===== config.mk =====
export PLATFORM = sky130hd
export DESIGN_NAME = cmp_window_stat_flat
export DESIGN_NICKNAME = d
export VERILOG_FILES = /design/src/rtl/cmp_pkg.sv /design/src/rtl/cmp_window_stat_if.sv /design/src/rtl/cmp_core.sv /design/src/rtl/cmp_window_stat.sv /design/src/flat_wrapper.sv
export SDC_FILE = /design/constraint.sdc
export NUM_CORES = 1
export LEC_CHECK = 0
export BUFFER_PORTS_ARGS = -buffer_cell sky130_fd_sc_hd__clkbuf_2
export CAP_MARGIN = 20
export CORE_MARGIN = 2
export CORE_UTILIZATION = 26
export CTS_CLUSTER_SIZE = 25
export DETAILED_ROUTE_END_ITERATION = 10
export SLEW_MARGIN = 10
export SYNTH_ARGS = -nofsm -noshare
export SYNTH_HDL_FRONTEND = slang
export SYNTH_SLANG_ARGS = --single-unit

===== constraint.sdc =====
create_clock -name clk -period 2.6 [get_ports clk]
set_input_delay 0.78 -clock clk [delete_from_list [all_inputs] [get_ports clk]]
set_output_delay 0.78 -clock clk [all_outputs]
set_load 0.02 [all_outputs]

===== src/rtl/cmp_pkg.sv =====
// Shared types for the windowed comparator statistics block.
package cmp_pkg;

  typedef enum logic [0:0] {
    ACCUM  = 1'b0,
    REPORT = 1'b1
  } state_t;

  typedef enum logic [1:0] {
    EQ = 2'd0,
    GT = 2'd1,
    LT = 2'd2
  } cmp_res_t;

endpackage


===== src/rtl/cmp_window_stat_if.sv =====
// Sample/report handshake bundle for cmp_window_stat.
// eq_streak exists only when CMP_STREAK_EN is defined.
interface cmp_window_stat_if #(
  parameter int WIDTH = 4,
  parameter int CW    = 4
);
  logic             in_valid;
  logic             in_ready;
  logic [WIDTH-1:0] a;
  logic [WIDTH-1:0] b;
  logic             out_valid;
  logic             out_ready;
  logic [CW-1:0]    eq_cnt;
  logic [CW-1:0]    gt_cnt;
  logic [CW-1:0]    lt_cnt;
`ifdef CMP_STREAK_EN
  logic [CW-1:0]    eq_streak;

  modport slave (
    input  in_valid, a, b, out_ready,
    output in_ready, out_valid, eq_cnt, gt_cnt, lt_cnt, eq_streak
  );
  modport master (
    output in_valid, a, b, out_ready,
    input  in_ready, out_valid, eq_cnt, gt_cnt, lt_cnt, eq_streak
  );
`else
  modport slave (
    input  in_valid, a, b, out_ready,
    output in_ready, out_valid, eq_cnt, gt_cnt, lt_cnt
  );
  modport master (
    output in_valid, a, b, out_ready,
    input  in_ready, out_valid, eq_cnt, gt_cnt, lt_cnt
  );
`endif
endinterface


===== src/rtl/cmp_core.sv =====
// Combinational unsigned 3-way compare of a against b.
module cmp_core
  import cmp_pkg::*;
#(
  parameter int WIDTH = 4
) (
  input  logic [WIDTH-1:0] a,
  input  logic [WIDTH-1:0] b,
  output cmp_res_t         res
);

  always_comb begin
    res = EQ;
    if (a > b)      res = GT;
    else if (a < b) res = LT;
  end

endmodule


===== src/rtl/cmp_window_stat.sv =====
// Counts eq/gt/lt outcomes over WINDOW accepted samples, then holds a report.
// Optional longest-eq-run tracking is enabled by defining CMP_STREAK_EN.
//
// state  | meaning
// ACCUM  | accepting samples, counts track the partial window
// REPORT | window complete, counts held until out_ready
module cmp_window_stat
  import cmp_pkg::*;
#(
  parameter int WIDTH  = 4,
  parameter int WINDOW = 8,
  localparam int CW    = $clog2(WINDOW + 1)
) (
  input  logic               clk,
  input  logic               rst,
  cmp_window_stat_if.slave   bus
);

  state_t        state_q, state_d;
  cmp_res_t      res;
  logic [CW-1:0] eq_q, gt_q, lt_q, smp_q;
  logic          accept, handshake, last_smp;

  cmp_core #(.WIDTH(WIDTH)) u_cmp (
    .a   (bus.a),
    .b   (bus.b),
    .res (res)
  );

  assign accept    = (state_q == ACCUM) && bus.in_valid;
  assign handshake = (state_q == REPORT) && bus.out_ready;
  assign last_smp  = (smp_q == CW'(WINDOW - 1));

  always_ff @(posedge clk) begin
    if (rst) state_q <= ACCUM;
    else     state_q <= state_d;
  end

  always_comb begin
    state_d       = state_q;
    bus.in_ready  = 1'b0;
    bus.out_valid = 1'b0;
    case (state_q)
      ACCUM: begin
        bus.in_ready = 1'b1;
        if (bus.in_valid && last_smp) state_d = REPORT;
      end
      REPORT: begin
        bus.out_valid = 1'b1;
        if (bus.out_ready) state_d = ACCUM;
      end
      default: state_d = ACCUM;
    endcase
  end

  always_ff @(posedge clk) begin
    if (rst || handshake) begin
      eq_q  <= '0;
      gt_q  <= '0;
      lt_q  <= '0;
      smp_q <= '0;
    end else if (accept) begin
      smp_q <= smp_q + 1'b1;
      case (res)
        EQ:      eq_q <= eq_q + 1'b1;
        GT:      gt_q <= gt_q + 1'b1;
        default: lt_q <= lt_q + 1'b1;
      endcase
    end
  end

  assign bus.eq_cnt = eq_q;
  assign bus.gt_cnt = gt_q;
  assign bus.lt_cnt = lt_q;

`ifdef CMP_STREAK_EN
  logic [CW-1:0] run_q, streak_q, run_inc;

  assign run_inc = run_q + 1'b1;

  // The max uses the incremented run so the streak is current in the same cycle.
  always_ff @(posedge clk) begin
    if (rst || handshake) begin
      run_q    <= '0;
      streak_q <= '0;
    end else if (accept) begin
      if (res == EQ) begin
        run_q <= run_inc;
        if (run_inc > streak_q) streak_q <= run_inc;
      end else begin
        run_q <= '0;
      end
    end
  end

  assign bus.eq_streak = streak_q;
`endif

endmodule


===== src/flat_wrapper.sv =====
// flat-port wrapper written by rule: the top's interface ports become plain ports
module cmp_window_stat_flat import cmp_pkg::*;
#(
  parameter int WIDTH  = 4,
  parameter int WINDOW = 8,
  localparam int CW    = $clog2(WINDOW + 1)
)
  (clk, rst, bus_in_valid, bus_a, bus_b, bus_out_ready, bus_in_ready, bus_out_valid, bus_eq_cnt, bus_gt_cnt, bus_lt_cnt);
  cmp_window_stat_if #(.WIDTH(WIDTH), .CW(($clog2(WINDOW + 1)))) bus_i ();
  input  logic clk;
  input  logic rst;
  input wire logic [$bits(bus_i.in_valid)-1:0] bus_in_valid;
  input wire logic [$bits(bus_i.a)-1:0] bus_a;
  input wire logic [$bits(bus_i.b)-1:0] bus_b;
  input wire logic [$bits(bus_i.out_ready)-1:0] bus_out_ready;
  output wire logic [$bits(bus_i.in_ready)-1:0] bus_in_ready;
  output wire logic [$bits(bus_i.out_valid)-1:0] bus_out_valid;
  output wire logic [$bits(bus_i.eq_cnt)-1:0] bus_eq_cnt;
  output wire logic [$bits(bus_i.gt_cnt)-1:0] bus_gt_cnt;
  output wire logic [$bits(bus_i.lt_cnt)-1:0] bus_lt_cnt;
  assign bus_i.in_valid = bus_in_valid;
  assign bus_i.a = bus_a;
  assign bus_i.b = bus_b;
  assign bus_i.out_ready = bus_out_ready;
  assign bus_in_ready = bus_i.in_ready;
  assign bus_out_valid = bus_i.out_valid;
  assign bus_eq_cnt = bus_i.eq_cnt;
  assign bus_gt_cnt = bus_i.gt_cnt;
  assign bus_lt_cnt = bus_i.lt_cnt;
  cmp_window_stat #(.WIDTH(WIDTH), .WINDOW(WINDOW)) u_core (.clk(clk), .rst(rst), .bus(bus_i));
endmodule

# After elaboration in Yosys (flattened, before gate mapping)
# Index checks and enable logic that the tools add are counted.
[totals] regBits=17 output_inout_bits=14
[classes] eq_ne=2 addsub=4 n_reduce_logical=9 bitwise_logic=2 n_lt_le_gt_ge=2 n_mux=7
[ops] op="adder 4 x 1 -> 4 bit, second input constant" n=4
[ops] op="AND reduction 2 bit" n=3
[ops] op="equality test 4 x 3 -> 1 bit, second input constant" n=1
[ops] op="greater-than comparator 4 bit" n=1
[ops] op="< comparator 4 bit" n=1
[ops] op="2-to-1 mux 1 bit" n=4
[ops] op="2-to-1 mux 2 bit" n=2
[ops] op="logical AND 1 bit" n=3
[ops] op="equality test 2 x 1 -> 1 bit, second input constant" n=1
[ops] op="zero test 2 bit" n=1
[ops] op="NOT 1 bit" n=2
[ops] op="case mux 1 bit (2 select lines)" n=1
[ops] op="OR reduction 2 bit" n=1
[ops] op="logical OR 1 bit" n=1

# Longest topological paths before layout
[depth] depth_word=7 mapped_depth=7 mapped_depth_nobuf=7

# Cells and area by module
# A second synthesis with hierarchy kept.
[unflattened] hier_cells=97 hier_area_um2=880.8
[by_module_without_submodules] module="cmp_window_stat" cells_per_inst=82 instances=1 seq_area_each_um2=340.3 area_per_inst_um2=767.0
[by_module_without_submodules] module="cmp_core" cells_per_inst=15 instances=1 seq_area_each_um2=0.0 area_per_inst_um2=113.9

# Least setup slack after synthesis
# OpenSTA, ideal clock, no wires.
[synth_path] path_type="input -> register" from="in bus_b[1]" to="reg u_core.gt_q[3], in the netlist u_core.bus.gt_cnt[3]" slack_ns=0.402 n_path_buf=0 path_stages=7 arrival_time_ns=2.075 setup_time_ns=0.123 required_time_ns=2.477 cell_sequence="inv_1 > ha_1 > and2b_1 > o211ai_4 > a21oi_2 > nand4_1 > mux2_1"
[synth_between] elab_chain_len=5 elab_cells_between_ends=6 cone_classes="order compare: 2; eq/ne: 1; mux: 2; reduce/logical: 1"
[synth_lines] item="from (decl)" line_no="flat_wrapper.sv:14" source="input wire logic [$bits(bus_i.b)-1:0] bus_b;"
[synth_lines] item="< comparator 4 bit" line_no="cmp_core.sv:15" source="else if (a < b) res = LT;"
[synth_lines] item="2-to-1 mux 2 bit" line_no="cmp_core.sv:15"
[synth_lines] item="2-to-1 mux 2 bit (*)" line_no="cmp_core.sv:14" source="if (a > b) res = GT;"
[synth_lines] item="equality test 2 x 1 -> 1 bit (*)" line_no="cmp_window_stat.sv:64" source="case (res)"
[synth_lines] item="AND reduction 2 bit (no source line) (*)"
[synth_lines] item="to (signal assigned)" line_no="cmp_window_stat.sv:66" source="GT: gt_q <= gt_q + 1'b1;"
[synth_lines] item="to (decl)" line_no="cmp_window_stat.sv:21" source="logic [CW-1:0] eq_q, gt_q, lt_q, smp_q;"
# Every way passes the cells marked *; elsewhere a longest branch is shown, timed or not.
# A chain may end at the register's enable or synchronous reset.

# Final worst setup path
# Ends and elaborated chain as after synthesis.

==> impl_metrics.tcl <==
set metrics [dict create \
    holdPathStages 2 \
    slew_violations 0 \
    arrival_ns 2.26 \
    slew_headroom_pct 72.6 \
    combinationalPowerShare_pct 17.6 \
    path_depth 8 \
    setup.worst_path.class "input port to register" \
    drt_pre_antenna_iters 3 \
    postRouteAntennaNets 0 \
    place_area_um2 1070 \
    postSynthAreaPerCell_um2 9.48 \
    hp-start "u_core.smp_q[1]$_SDFFE_PP0P_" \
    grt_usage_pct 10.6 \
    cp.buffers_inverters 2 \
    final_common_cell "clkbuf_2" \
    ys_seq_area_share_pct 38.2 \
    clkLatencyLatePin_ns 0.29 \
    cts_root_buffer "clkbuf_4" \
    post_cts_buffers 0 \
    finalHoldViolations 0 \
    grt_pass1_vias 812 \
    r2r_cells 5 \
    fp.dieH_um 62.5 \
    r2r-start "u_core.state_q$_SDFF_PP0_" \
    ctsHoldBuffers 0 \
    crit_required_ns 2.78 \
    pwr-share-clk_pct 27.3 \
    syn-cell-area_um2 891 \
    min_period_ns 2.08 \
    ys_ff_latch 17 \
    multi_input_area_um2 517 \
    die_area_um2 3910 \
    syn_nets 114 \
    sw_frac_of_total_pct 27.7 \
    max_cap_violations 0 \
    drc 0 \
    hp-class "register to register" \
    setup_viol 0 \
    vdd_drop_max_uv 159 \
    ys_types 29 \
    power.density_nw_per_um2 462 \
    drt_iter0_markers 22 \
    grt_pass1_wl_um 3340 \
    holdPathEnd "u_core.smp_q[1]$_SDFFE_PP0P_" \
    p_sw_uw 141 \
    seq_power_share_pct 55.1 \
    seq_area_um2 340 \
    drive_gt1_share_pct 30.3 \
    cp-end-kind "register" \
    crit_family "compound AO/OA/AOI/OAI gates" \
    vias 739 \
    core-area_um2 3310 \
    yosys.area.top_type_share_pct 38.2 \
    worst_pin_slew_ns 0.410 \
    cts_tree "done" \
    final_cell_area_um2 1100 \
    grt_max_degree 11 \
    synth_top_area_cell "dfxtp_1" \
    routedWlPerCell_um 10.4 \
    skew_ns 0.00229 \
    clk_path_buf_depth 2 \
    viasPerCell 4.40 \
    status "completed" \
    r2r_slack_ns 1.06 \
    rsz0062_at_grt "false" \
    numCtsBuffers 3 \
    path_clk_slew_ns 0.09 \
    fp.dieW_um 62.5 \
    cp_cell_sequence "clkbuf_2 > inv_1 > ha_1 > and2b_1 > o211ai_4 > a21oi_2 > nand4_1 > mux2_1" \
    final_cell_mix "25 x clkbuf_2, 17 x dfxtp_1, 14 x nor2_1, 8 x ha_1, 7 x inv_1" \
    clock_sinks 17 \
    fin_nets 143 \
    area_growth_pct 23.5 \
    top_level_ports 26 \
    yosys-top-cells-area "dfxtp_1 38%, ha_1 11%, nor2_1 5.9%, xnor2_1 4.9%, xor2_1 3.9%" \
    finalSetupTns_ns 0 \
    overflow 0 \
    leakagePower_nw 0.483 \
    critical_path_peak_fanout 7 \
    rows 21 \
    p_int_uw 367 \
    post-route-period-util_pct 79.9 \
    syn_inst 94 \
    wl_um 1750 \
    fillCellCount 353 \
    r2r-end "u_core.bus.gt_cnt[3]$_SDFFE_PP0P_" \
    cts_resized 0 \
    htree_levels 1 \
    maxClockFrequency_ghz 0.481 \
    synth_warnings 0 \
    antenna_found_initial 0 \
    max_stage_delay_ns 0.32 \
    dpl.hpwl_um 1430 \
    numPortBuffers 25 \
    start_kind "input port" \
    gp_congestion 0.756 \
    num_antenna_cells 0 \
    cpMaxStageDelayCell "mux2_1" \
    start_util_pct 26.9 \
]
==> sequential cells by signal, indices dropped and copies added, names as in the netlist <==
signal,flops
u_core.bus.eq_cnt,4
u_core.bus.gt_cnt,4
u_core.bus.lt_cnt,4
u_core.smp_q,4
u_core.state_q,1
==> area by class of cell <==
class	instances	share of cell area (%)
inverters	7	2.39
well taps	46	5.23
flip-flops and latches	17	30.9
multi-input cells	68	47.0
clock buffers	4	2.39
repair buffers	26	12.1
==> worst register-to-register path, cell delays in order (launching register included) <==
cell	delay [ns]
dfxtp_1	0.35
and2b_1	0.32
nand2_1	0.12
a21oi_2	0.19
nand4_1	0.13
mux2_1	0.32
==> layer usage <==
layer	routed length, µm	global-route usage [%]
met1	785	11.4
met4	19	4.17
met2	833	18.5
met3	110	4.32
met5	0	0
==> synthesized netlist by cell type <==
master,number
dfxtp_1,17
nor2_1,14
ha_1,8
inv_1,7
nand2_1,6
xnor2_1,5
a21oi_1,4
nand3_1,4
xor2_1,4
nand4_1,3
and2b_1,2
clkbuf_1,2
mux2i_1,2
a2111oi_2,1
a211oi_1,1
a211oi_2,1
a21bo_1,1
a21o_1,1
a21oi_2,1
a21oi_4,1
and2_4,1
mux2_1,1
mux2_2,1
nand2_4,1
nand3b_1,1
nand4b_1,1
o211ai_4,1
o21ai_1,1
or3_1,1
==> power groups by stage <==
stage	Clock [mW]	Sequential (mW)	Combinational, mW
6_report	0.139	0.280	0.0892
5_1_grt	0.158	0.282	0.101
4_1_cts	0.149	0.280	0.0904
3_5_place_dp	0	0.286	0.0897
3_3_place_gp	0	0.285	0.0863
2_1_floorplan	0	0.292	0.0569
==> logic make-up (layout without fill, tap and decap cells) <==
family          Yosys count  in the layout  share of synthesized area (%)
compound gates           13             13                           13.9
xor+xnor                  9              9                           8.85
fa+ha+maj                 8              8                           11.2
buf+inv                   9             37                           3.79
flops                    17             17                           38.2
mux                       4              4                           4.78
simple gates             34             34                           19.2
==> through the flow <==
| stage | util (%) | setup slack [ns] | cells | hold WS [ns] | total power, mW |
|---|---|---|---|---|---|
| CTS | 33.2 | 0.524 | 168 | 0.498 | 0.520 |
| finish | 33.2 | 0.523 | 168 | 0.492 | 0.508 |
| global route | 33.2 | 0.430 | 168 | 0.523 | 0.541 |
| global placement | 32.4 | 0.256 | 164 | 0.465 | 0.371 |
| detailed placement | 32.4 | 0.203 | 164 | 0.484 | 0.376 |
| floorplan | - | 0.402 | 94 | 0.454 | 0.349 |
==> how the worst max path moves through the flow <==
stage,from,to
global placement,bus_b[1],u_core.bus.gt_cnt[3]$_SDFFE_PP0P_
finish,bus_b[1],u_core.bus.gt_cnt[3]$_SDFFE_PP0P_
CTS,bus_b[1],u_core.bus.gt_cnt[3]$_SDFFE_PP0P_
floorplan,bus_b[1],u_core.bus.gt_cnt[3]$_SDFFE_PP0P_
global route,bus_b[3],u_core.bus.gt_cnt[3]$_SDFFE_PP0P_
detailed placement,bus_b[1],u_core.bus.gt_cnt[3]$_SDFFE_PP0P_
Power figures use the tool's default switching activity.
